--- config.mk ---
export PLATFORM = sky130hd
export DESIGN_NAME = mem_stage_rr_flat
export DESIGN_NICKNAME = d
export VERILOG_FILES = /design/src/rtl/mem_stage_rr_if.sv /design/src/rtl/mem_stage_rr.sv /design/src/flat_wrapper.sv
export SDC_FILE = /design/constraint.sdc
export NUM_CORES = 1
export LEC_CHECK = 0
export CORE_MARGIN = 2
export CORE_UTILIZATION = 44
export DETAILED_ROUTE_END_ITERATION = 12
export PLACE_DENSITY = 0.86
export SYNTH_ARGS = -nofsm -noshare
export SYNTH_HDL_FRONTEND = slang
export SYNTH_SLANG_ARGS = --single-unit
--- constraint.sdc ---
create_clock -name clk -period 9.6 [get_ports clk]
set_input_delay 0.96 -clock clk [delete_from_list [all_inputs] [get_ports clk]]
set_output_delay 0.96 -clock clk [all_outputs]
set_load 0.01 [all_outputs]
--- src/rtl/mem_stage_rr_if.sv ---
`default_nettype none
// +-----------------------------------------------------------------------------+
// | Module   : mem_stage_rr_if                                                   |
// | Brief    : EXE->MEM->WB handshake, data-SRAM response and forwarding bundle |
// | Revision : 1.0                                                               |
// +-----------------------------------------------------------------------------+
interface mem_stage_rr_if #(
    parameter int XLEN   = 32,
    parameter int REG_AW = 5
);
    localparam int c_EXE_W = 3*XLEN + REG_AW + 7;
    localparam int c_WB_W  = 3*XLEN + REG_AW + 1;
    localparam int c_WR_W  = XLEN + REG_AW + 2;

    logic               EXE_to_MEM_valid;
    logic               MEM_allow_in;
    logic [c_EXE_W-1:0] EXE_to_MEM_bus;
    logic               MEM_to_WB_valid;
    logic               WB_allow_in;
    logic [c_WB_W-1:0]  MEM_to_WB_bus;
    logic               MEM_flush;
    logic               data_sram_data_ok;
    logic [XLEN-1:0]    data_sram_rdata;
    logic [c_WR_W-1:0]  MEM_wr_bus;

    modport slave (
        input  EXE_to_MEM_valid, EXE_to_MEM_bus, WB_allow_in, MEM_flush,
        input  data_sram_data_ok, data_sram_rdata,
        output MEM_allow_in, MEM_to_WB_valid, MEM_to_WB_bus, MEM_wr_bus
    );

    modport master (
        output EXE_to_MEM_valid, EXE_to_MEM_bus, WB_allow_in, MEM_flush,
        output data_sram_data_ok, data_sram_rdata,
        input  MEM_allow_in, MEM_to_WB_valid, MEM_to_WB_bus, MEM_wr_bus
    );
endinterface
`default_nettype wire

--- src/rtl/mem_stage_rr.sv ---
`default_nettype none
// +-----------------------------------------------------------------------------+
// | Module   : mem_stage_rr                                                      |
// | Brief    : MEM pipeline stage for a request/response data SRAM; optional    |
// |            byte/half load extraction enabled by `define MEM_LD_EXT_EN       |
// | Revision : 1.0                                                               |
// +-----------------------------------------------------------------------------+
module mem_stage_rr #(
    parameter int XLEN      = 32,
    parameter int REG_AW    = 5,
    parameter int MAX_OUTST = 2
) (
    input  wire logic      clk,
    input  wire logic      resetn,
    mem_stage_rr_if.slave  io_bus
);
    localparam int c_EXE_W    = 3*XLEN + REG_AW + 7;
    localparam int c_CNT_W    = $clog2(MAX_OUTST + 1);
    localparam int c_SUM_W    = c_CNT_W + 2;
    localparam int c_PC_LSB   = XLEN;
    localparam int c_DEST_LSB = 2*XLEN;
    localparam int c_WE_BIT   = 2*XLEN + REG_AW;
    localparam int c_LDT_LSB  = c_WE_BIT + 1;
    localparam int c_MREQ_BIT = c_LDT_LSB + 3;
    localparam int c_RFM_BIT  = c_MREQ_BIT + 1;
    localparam int c_ALU_LSB  = c_RFM_BIT + 1;

    logic               r_valid;
    logic [c_EXE_W-1:0] r_bus;
    logic               r_resp_got;
    logic [XLEN-1:0]    r_resp_buf;
    logic [c_CNT_W-1:0] r_discard_cnt;

    logic [XLEN-1:0]    w_inst;
    logic [XLEN-1:0]    w_pc;
    logic [REG_AW-1:0]  w_dest;
    logic               w_gr_we;
    logic               w_mem_req;
    logic               w_res_from_mem;
    logic [XLEN-1:0]    w_alu_result;
    logic               w_exe_mem_req;

    logic               w_discarding;
    logic               w_own_ok;
    logic               w_drop_ok;
    logic               w_ready_go;
    logic               w_to_wb_valid;
    logic               w_allow_in;
    logic               w_handoff;
    logic               w_load;
    logic               w_ld_pending;
    logic [XLEN-1:0]    w_mem_data;
    logic [XLEN-1:0]    w_ld_val;
    logic [XLEN-1:0]    w_final;
    logic               w_inc_mem;
    logic               w_inc_exe;
    logic [c_SUM_W-1:0] w_cnt_sum;
    logic               w_unused;

    assign w_inst         = r_bus[c_PC_LSB-1:0];
    assign w_pc           = r_bus[c_PC_LSB +: XLEN];
    assign w_dest         = r_bus[c_DEST_LSB +: REG_AW];
    assign w_gr_we        = r_bus[c_WE_BIT];
    assign w_mem_req      = r_bus[c_MREQ_BIT];
    assign w_res_from_mem = r_bus[c_RFM_BIT];
    assign w_alu_result   = r_bus[c_ALU_LSB +: XLEN];
    assign w_exe_mem_req  = io_bus.EXE_to_MEM_bus[c_MREQ_BIT];

    // Pulses arriving while discard_cnt is non-zero belong to cancelled requests.
    always_comb begin
        w_discarding  = (r_discard_cnt != '0);
        w_own_ok      = io_bus.data_sram_data_ok & ~w_discarding & r_valid & w_mem_req & ~r_resp_got;
        w_drop_ok     = io_bus.data_sram_data_ok & w_discarding;
        w_ready_go    = ~w_mem_req | r_resp_got | w_own_ok;
        w_to_wb_valid = r_valid & w_ready_go & ~io_bus.MEM_flush;
        w_allow_in    = ~r_valid | (w_ready_go & io_bus.WB_allow_in);
        w_handoff     = w_to_wb_valid & io_bus.WB_allow_in;
        w_load        = io_bus.EXE_to_MEM_valid & w_allow_in & ~io_bus.MEM_flush;
        w_ld_pending  = r_valid & w_res_from_mem & ~w_ready_go;
        w_mem_data    = r_resp_got ? r_resp_buf : io_bus.data_sram_rdata;
    end

`ifdef MEM_LD_EXT_EN
    logic [2:0]  w_ld_type;
    logic [1:0]  w_off;
    logic [7:0]  w_byte;
    logic [15:0] w_half;

    assign w_ld_type = r_bus[c_LDT_LSB +: 3];
    assign w_off     = w_alu_result[1:0];

    always_comb begin
        w_byte = w_mem_data[{w_off, 3'b000} +: 8];
        w_half = w_mem_data[{w_off[1], 4'b0000} +: 16];
        case (w_ld_type)
            3'b001:  w_ld_val = {{(XLEN-8){w_byte[7]}}, w_byte};
            3'b010:  w_ld_val = {{(XLEN-8){1'b0}}, w_byte};
            3'b011:  w_ld_val = {{(XLEN-16){w_half[15]}}, w_half};
            3'b100:  w_ld_val = {{(XLEN-16){1'b0}}, w_half};
            default: w_ld_val = w_mem_data;
        endcase
    end

    assign w_unused = ^{r_bus[c_EXE_W-1], w_cnt_sum[c_SUM_W-1:c_CNT_W]};
`else
    assign w_ld_val = w_mem_data;
    assign w_unused = ^{r_bus[c_EXE_W-1], r_bus[c_LDT_LSB +: 3], w_cnt_sum[c_SUM_W-1:c_CNT_W]};
`endif

    assign w_final = w_res_from_mem ? w_ld_val : w_alu_result;

    // A pulse consumed this cycle by the flushed entry is not owed any more.
    always_comb begin
        w_inc_mem = io_bus.MEM_flush & r_valid & w_mem_req & ~r_resp_got & ~w_own_ok;
        w_inc_exe = io_bus.MEM_flush & io_bus.EXE_to_MEM_valid & w_exe_mem_req;
        w_cnt_sum = c_SUM_W'(r_discard_cnt) + c_SUM_W'(w_inc_mem)
                  + c_SUM_W'(w_inc_exe) - c_SUM_W'(w_drop_ok);
    end

    always_ff @(posedge clk or negedge resetn) begin
        if (!resetn) begin
            r_valid       <= 1'b0;
            r_resp_got    <= 1'b0;
            r_discard_cnt <= '0;
        end else begin
            if (io_bus.MEM_flush) begin
                r_valid <= 1'b0;
            end else if (w_allow_in) begin
                r_valid <= io_bus.EXE_to_MEM_valid;
            end

            if (io_bus.MEM_flush | w_load | w_handoff) begin
                r_resp_got <= 1'b0;
            end else if (w_own_ok) begin
                r_resp_got <= 1'b1;
            end

            r_discard_cnt <= w_cnt_sum[c_CNT_W-1:0];
        end
    end

    always_ff @(posedge clk) begin
        if (w_load) begin
            r_bus <= io_bus.EXE_to_MEM_bus;
        end
        if (w_own_ok & ~w_handoff) begin
            r_resp_buf <= io_bus.data_sram_rdata;
        end
    end

    a_discard_bound : assert property (@(posedge clk) disable iff (!resetn)
        w_cnt_sum <= c_SUM_W'(MAX_OUTST));

    assign io_bus.MEM_allow_in    = w_allow_in;
    assign io_bus.MEM_to_WB_valid = w_to_wb_valid;
    assign io_bus.MEM_to_WB_bus   = {w_final, w_gr_we, w_dest, w_pc, w_inst};
    assign io_bus.MEM_wr_bus      = {w_gr_we & r_valid, w_ld_pending, w_dest, w_final};

endmodule
`default_nettype wire
--- src/flat_wrapper.sv ---
// flat-port wrapper written by rule: the top's interface ports become plain ports
module mem_stage_rr_flat 
#(
    parameter int XLEN      = 32,
    parameter int REG_AW    = 5,
    parameter int MAX_OUTST = 2
)
  (clk, resetn, io_bus_EXE_to_MEM_valid, io_bus_EXE_to_MEM_bus, io_bus_WB_allow_in, io_bus_MEM_flush, io_bus_data_sram_data_ok, io_bus_data_sram_rdata, io_bus_MEM_allow_in, io_bus_MEM_to_WB_valid, io_bus_MEM_to_WB_bus, io_bus_MEM_wr_bus);
  mem_stage_rr_if #(.XLEN(XLEN), .REG_AW(REG_AW)) io_bus_i ();
  input  wire logic clk;
  input  wire logic resetn;
  input wire logic [$bits(io_bus_i.EXE_to_MEM_valid)-1:0] io_bus_EXE_to_MEM_valid;
  input wire logic [$bits(io_bus_i.EXE_to_MEM_bus)-1:0] io_bus_EXE_to_MEM_bus;
  input wire logic [$bits(io_bus_i.WB_allow_in)-1:0] io_bus_WB_allow_in;
  input wire logic [$bits(io_bus_i.MEM_flush)-1:0] io_bus_MEM_flush;
  input wire logic [$bits(io_bus_i.data_sram_data_ok)-1:0] io_bus_data_sram_data_ok;
  input wire logic [$bits(io_bus_i.data_sram_rdata)-1:0] io_bus_data_sram_rdata;
  output wire logic [$bits(io_bus_i.MEM_allow_in)-1:0] io_bus_MEM_allow_in;
  output wire logic [$bits(io_bus_i.MEM_to_WB_valid)-1:0] io_bus_MEM_to_WB_valid;
  output wire logic [$bits(io_bus_i.MEM_to_WB_bus)-1:0] io_bus_MEM_to_WB_bus;
  output wire logic [$bits(io_bus_i.MEM_wr_bus)-1:0] io_bus_MEM_wr_bus;
  assign io_bus_i.EXE_to_MEM_valid = io_bus_EXE_to_MEM_valid;
  assign io_bus_i.EXE_to_MEM_bus = io_bus_EXE_to_MEM_bus;
  assign io_bus_i.WB_allow_in = io_bus_WB_allow_in;
  assign io_bus_i.MEM_flush = io_bus_MEM_flush;
  assign io_bus_i.data_sram_data_ok = io_bus_data_sram_data_ok;
  assign io_bus_i.data_sram_rdata = io_bus_data_sram_rdata;
  assign io_bus_MEM_allow_in = io_bus_i.MEM_allow_in;
  assign io_bus_MEM_to_WB_valid = io_bus_i.MEM_to_WB_valid;
  assign io_bus_MEM_to_WB_bus = io_bus_i.MEM_to_WB_bus;
  assign io_bus_MEM_wr_bus = io_bus_i.MEM_wr_bus;
  mem_stage_rr #(.XLEN(XLEN), .REG_AW(REG_AW), .MAX_OUTST(MAX_OUTST)) u_core (.clk(clk), .resetn(resetn), .io_bus(io_bus_i));
endmodule
==> results.json <==
{
  "p_leak_nw": 2.974,
  "tns_ns": 0,
  "cp-start-kind": "input pin",
  "maxCapViolCount": 0,
  "avgSynthCellArea_um2": 15.24,
  "synth_enable_flop_cells": 136,
  "start_util_pct": 44.65,
  "ctsHoldBuffers": 0,
  "cts_buffer_depth": 2,
  "grt_setup_unrepaired": "no",
  "diodes": 0,
  "first_pass_iters": 4,
  "core_mm2": 0.01314,
  "drive_above_1_share_pct": 6.507,
  "p_total_mw": 1.605,
  "worst_ep_arrival_time_ns": 3.61,
  "vdd_ir_drop_max_mv": 0.1403,
  "endpoint_kind": "register",
  "slew_headroom_pct": 31.48,
  "finalCritPeriodShare_pct": 37.36,
  "setup_violations": 0,
  "clk_pin_slew_ns": 0.06,
  "tightest_slew_ns": 1.028,
  "path_class": "input pin to register",
  "cts_tree": "yes",
  "worstPathRequired_ns": 9.63,
  "cts_max_level": 4,
  "hpwlAfterDp_um": 9702,
  "syn_nets": 533,
  "async_flop_share_pct": 2.857,
  "track_usage_pct": 18.06,
  "report.final.slew_viol_count": 0,
  "grt_max_degree": 81,
  "synthCells": 385,
  "post_cts_buffers": 0,
  "rows": 42,
  "cts-root-buf": "clkbuf_16",
  "area_delta_synth_final_pct": 48.63,
  "fin_nets": 719,
  "die_height_um": 119.5,
  "die_area_mm2": 0.01427,
  "fmaxAchievable_ghz": 0.2788,
  "syn-cell-area_mm2": 0.005866,
  "synthFlopType": "edfxtp_1",
  "overflow": 0,
  "gp_congestion": 0.7628,
  "fillers": 945,
  "clkLatencyLatePin_ns": 0.40,
  "cts-buffers-inserted": 17,
  "routedWlPerCell_um": 17.05,
  "cts_sinks": 140,
  "grt_pass1_vias": 3726,
  "yosys_warnings": 0,
  "skew_ns": 0.003701,
  "drtIter0Drc": 186,
  "io_pins": 289,
  "crit_fanout": 80,
  "route.detailed.drc": 0,
  "vias": 3502,
  "ant_nets": 0,
  "grt_pass1_wl_um": 19340,
  "post-route-min-period_ns": 3.586,
  "port-buffer-count": 284,
  "synth-seq-cells": 140,
  "ys_seq_area_share_pct": 71.33,
  "cts_resized": 0,
  "final_util_pct": 66.36,
  "routed_wl_um": 12960,
  "synth_cell_types": 27,
  "die_x_um": 119.5,
  "routed_via_density": 4.608,
  "antenna_found_initial": 0,
  "hp-class": "register to register",
  "power_density_mw_per_mm2": 184.0,
  "final_hold_viol_count": 0,
  "status": "finished clean"
}
-- placed cells by master (no fill, tap or decap) --
| master | instances |
|---|---|
| buf_4 | 3 |
| nor2_1 | 37 |
| clkinv_1 | 2 |
| inv_1 | 2 |
| clkbuf_16 | 17 |
| nor3b_2 | 1 |
| xnor2_1 | 2 |
| and3_1 | 1 |
| nand3b_1 | 1 |
| ha_1 | 1 |
| a2111oi_2 | 1 |
| and2_1 | 2 |
| a21oi_4 | 1 |
| clkinv_4 | 1 |
| fa_1 | 1 |
| nand2b_1 | 2 |
| dfrtp_2 | 1 |
| nor3b_1 | 1 |
| inv_6 | 3 |
| clkinvlp_4 | 3 |
| nand2_1 | 2 |
| dfrtp_1 | 3 |
| o21ai_1 | 1 |
| bufinv_16 | 4 |
| clkdlybuf4s50_1 | 284 |
| o21a_1 | 1 |
| clkinv_2 | 2 |
| edfxtp_1 | 136 |
| nor2b_1 | 1 |
| o31a_1 | 1 |
| nor3b_4 | 1 |
| a31oi_1 | 1 |
| a21oi_1 | 32 |
| mux2i_1 | 32 |
-- critical path, cell delays in order --
cell and delay (ns):
clkdlybuf4s50_1 0.48, nor3b_4 0.27, o21ai_1 0.19, a21oi_4 0.74, buf_4 0.88
-- where the power goes --
group / internal (mW) / leakage, nW / switching (mW) / total, mW
logic: 0.126 / 1.37 / 0.0787 / 0.205
clock network: 0.434 / 0.295 / 0.244 / 0.678
registers: 0.706 / 1.30 / 0.0160 / 0.722
total: 1.27 / 2.97 / 0.338 / 1.60
-- per-stage QoR --
stage / setup WS (ns) / hold slack (ns) / std cells / instance area (um^2)
2_1_floorplan: 2.654 / 0.5198 / 385 / 5866
3_3_place_gp: 5.695 / 0.5394 / 728 / 8098
3_5_place_dp: 5.545 / 0.5487 / 728 / 8098
4_1_cts: 5.983 / 0.5595 / 760 / 8718
5_1_grt: 5.811 / 0.5882 / 760 / 8718
6_report: 6.014 / 0.5588 / 760 / 8718
-- cell families after synthesis --
family | share of synthesized area (%)
fa+ha+maj | 0.5546
xor+xnor | 0.2987
flops | 71.33
simple gates | 3.840
buf+inv | 14.97
compound gates | 3.541
mux | 5.461
-- worst paths after layout --
path                                           end  slack [ns]                     start  cells after the start
setup / recovery                 u_core.r_bus[106]        6.01  io_bus_data_sram_data_ok                      5
min in group asynchronous  u_core.r_discard_cnt[1]        0.76                    resetn                      1
setup reg to reg                 u_core.r_bus[106]        6.13         u_core.r_resp_got                      4
max in group asynchronous        u_core.r_resp_got        8.65                    resetn                      1
hold / removal             u_core.r_discard_cnt[1]        0.56   u_core.r_discard_cnt[1]                      1
hold reg to reg            u_core.r_discard_cnt[1]        0.56   u_core.r_discard_cnt[1]                      1
-- area by class of cell --
| class | count | area [um^2] | share of cell area [%] |
|---|---|---|---|
| repair buffers | 287 | 2865 | 32.86 |
| multi-input cells | 123 | 819.5 | 9.400 |
| inverters | 2 | 7.507 | 0.08611 |
| clock buffers | 17 | 425.4 | 4.879 |
| flip-flops and latches | 140 | 4185 | 48.01 |
| clock inverters | 15 | 195.2 | 2.239 |
| well taps | 176 | 220.2 | 2.526 |
-- per-layer routing --
metal	share of wire (%)	vias to the layer above	GRT usage [%]
li1	-	1655	-
met1	34	1666	18.07
met2	54	162	31.89
met3	9.8	19	8.669
met4	1.8	0	7.574
met5	0	-	0
-- cells in the mapped netlist (2+ instances only) --
library cell,number,share of area [%]
a21oi_1,33,2.8
and2_1,2,0.21
buf_1,5,0.32
buf_2,2,0.17
buf_4,111,14
dfrtp_1,4,1.7
edfxtp_1,136,70
inv_1,2,0.13
mux2i_1,32,5.5
nand2_1,2,0.13
nand2b_1,2,0.21
nor2_1,37,2.4
nor3b_1,2,0.26
xnor2_1,2,0.30
-- flip-flops by register name, summed over array words and instances (netlist names) --
| register | count |
|---|---|
| u_core.r_bus | 104 |
| u_core.r_resp_buf | 32 |
| u_core.r_discard_cnt | 2 |
| u_core.r_valid | 1 |
| u_core.r_resp_got | 1 |
Power figures use the tool's default switching activity.
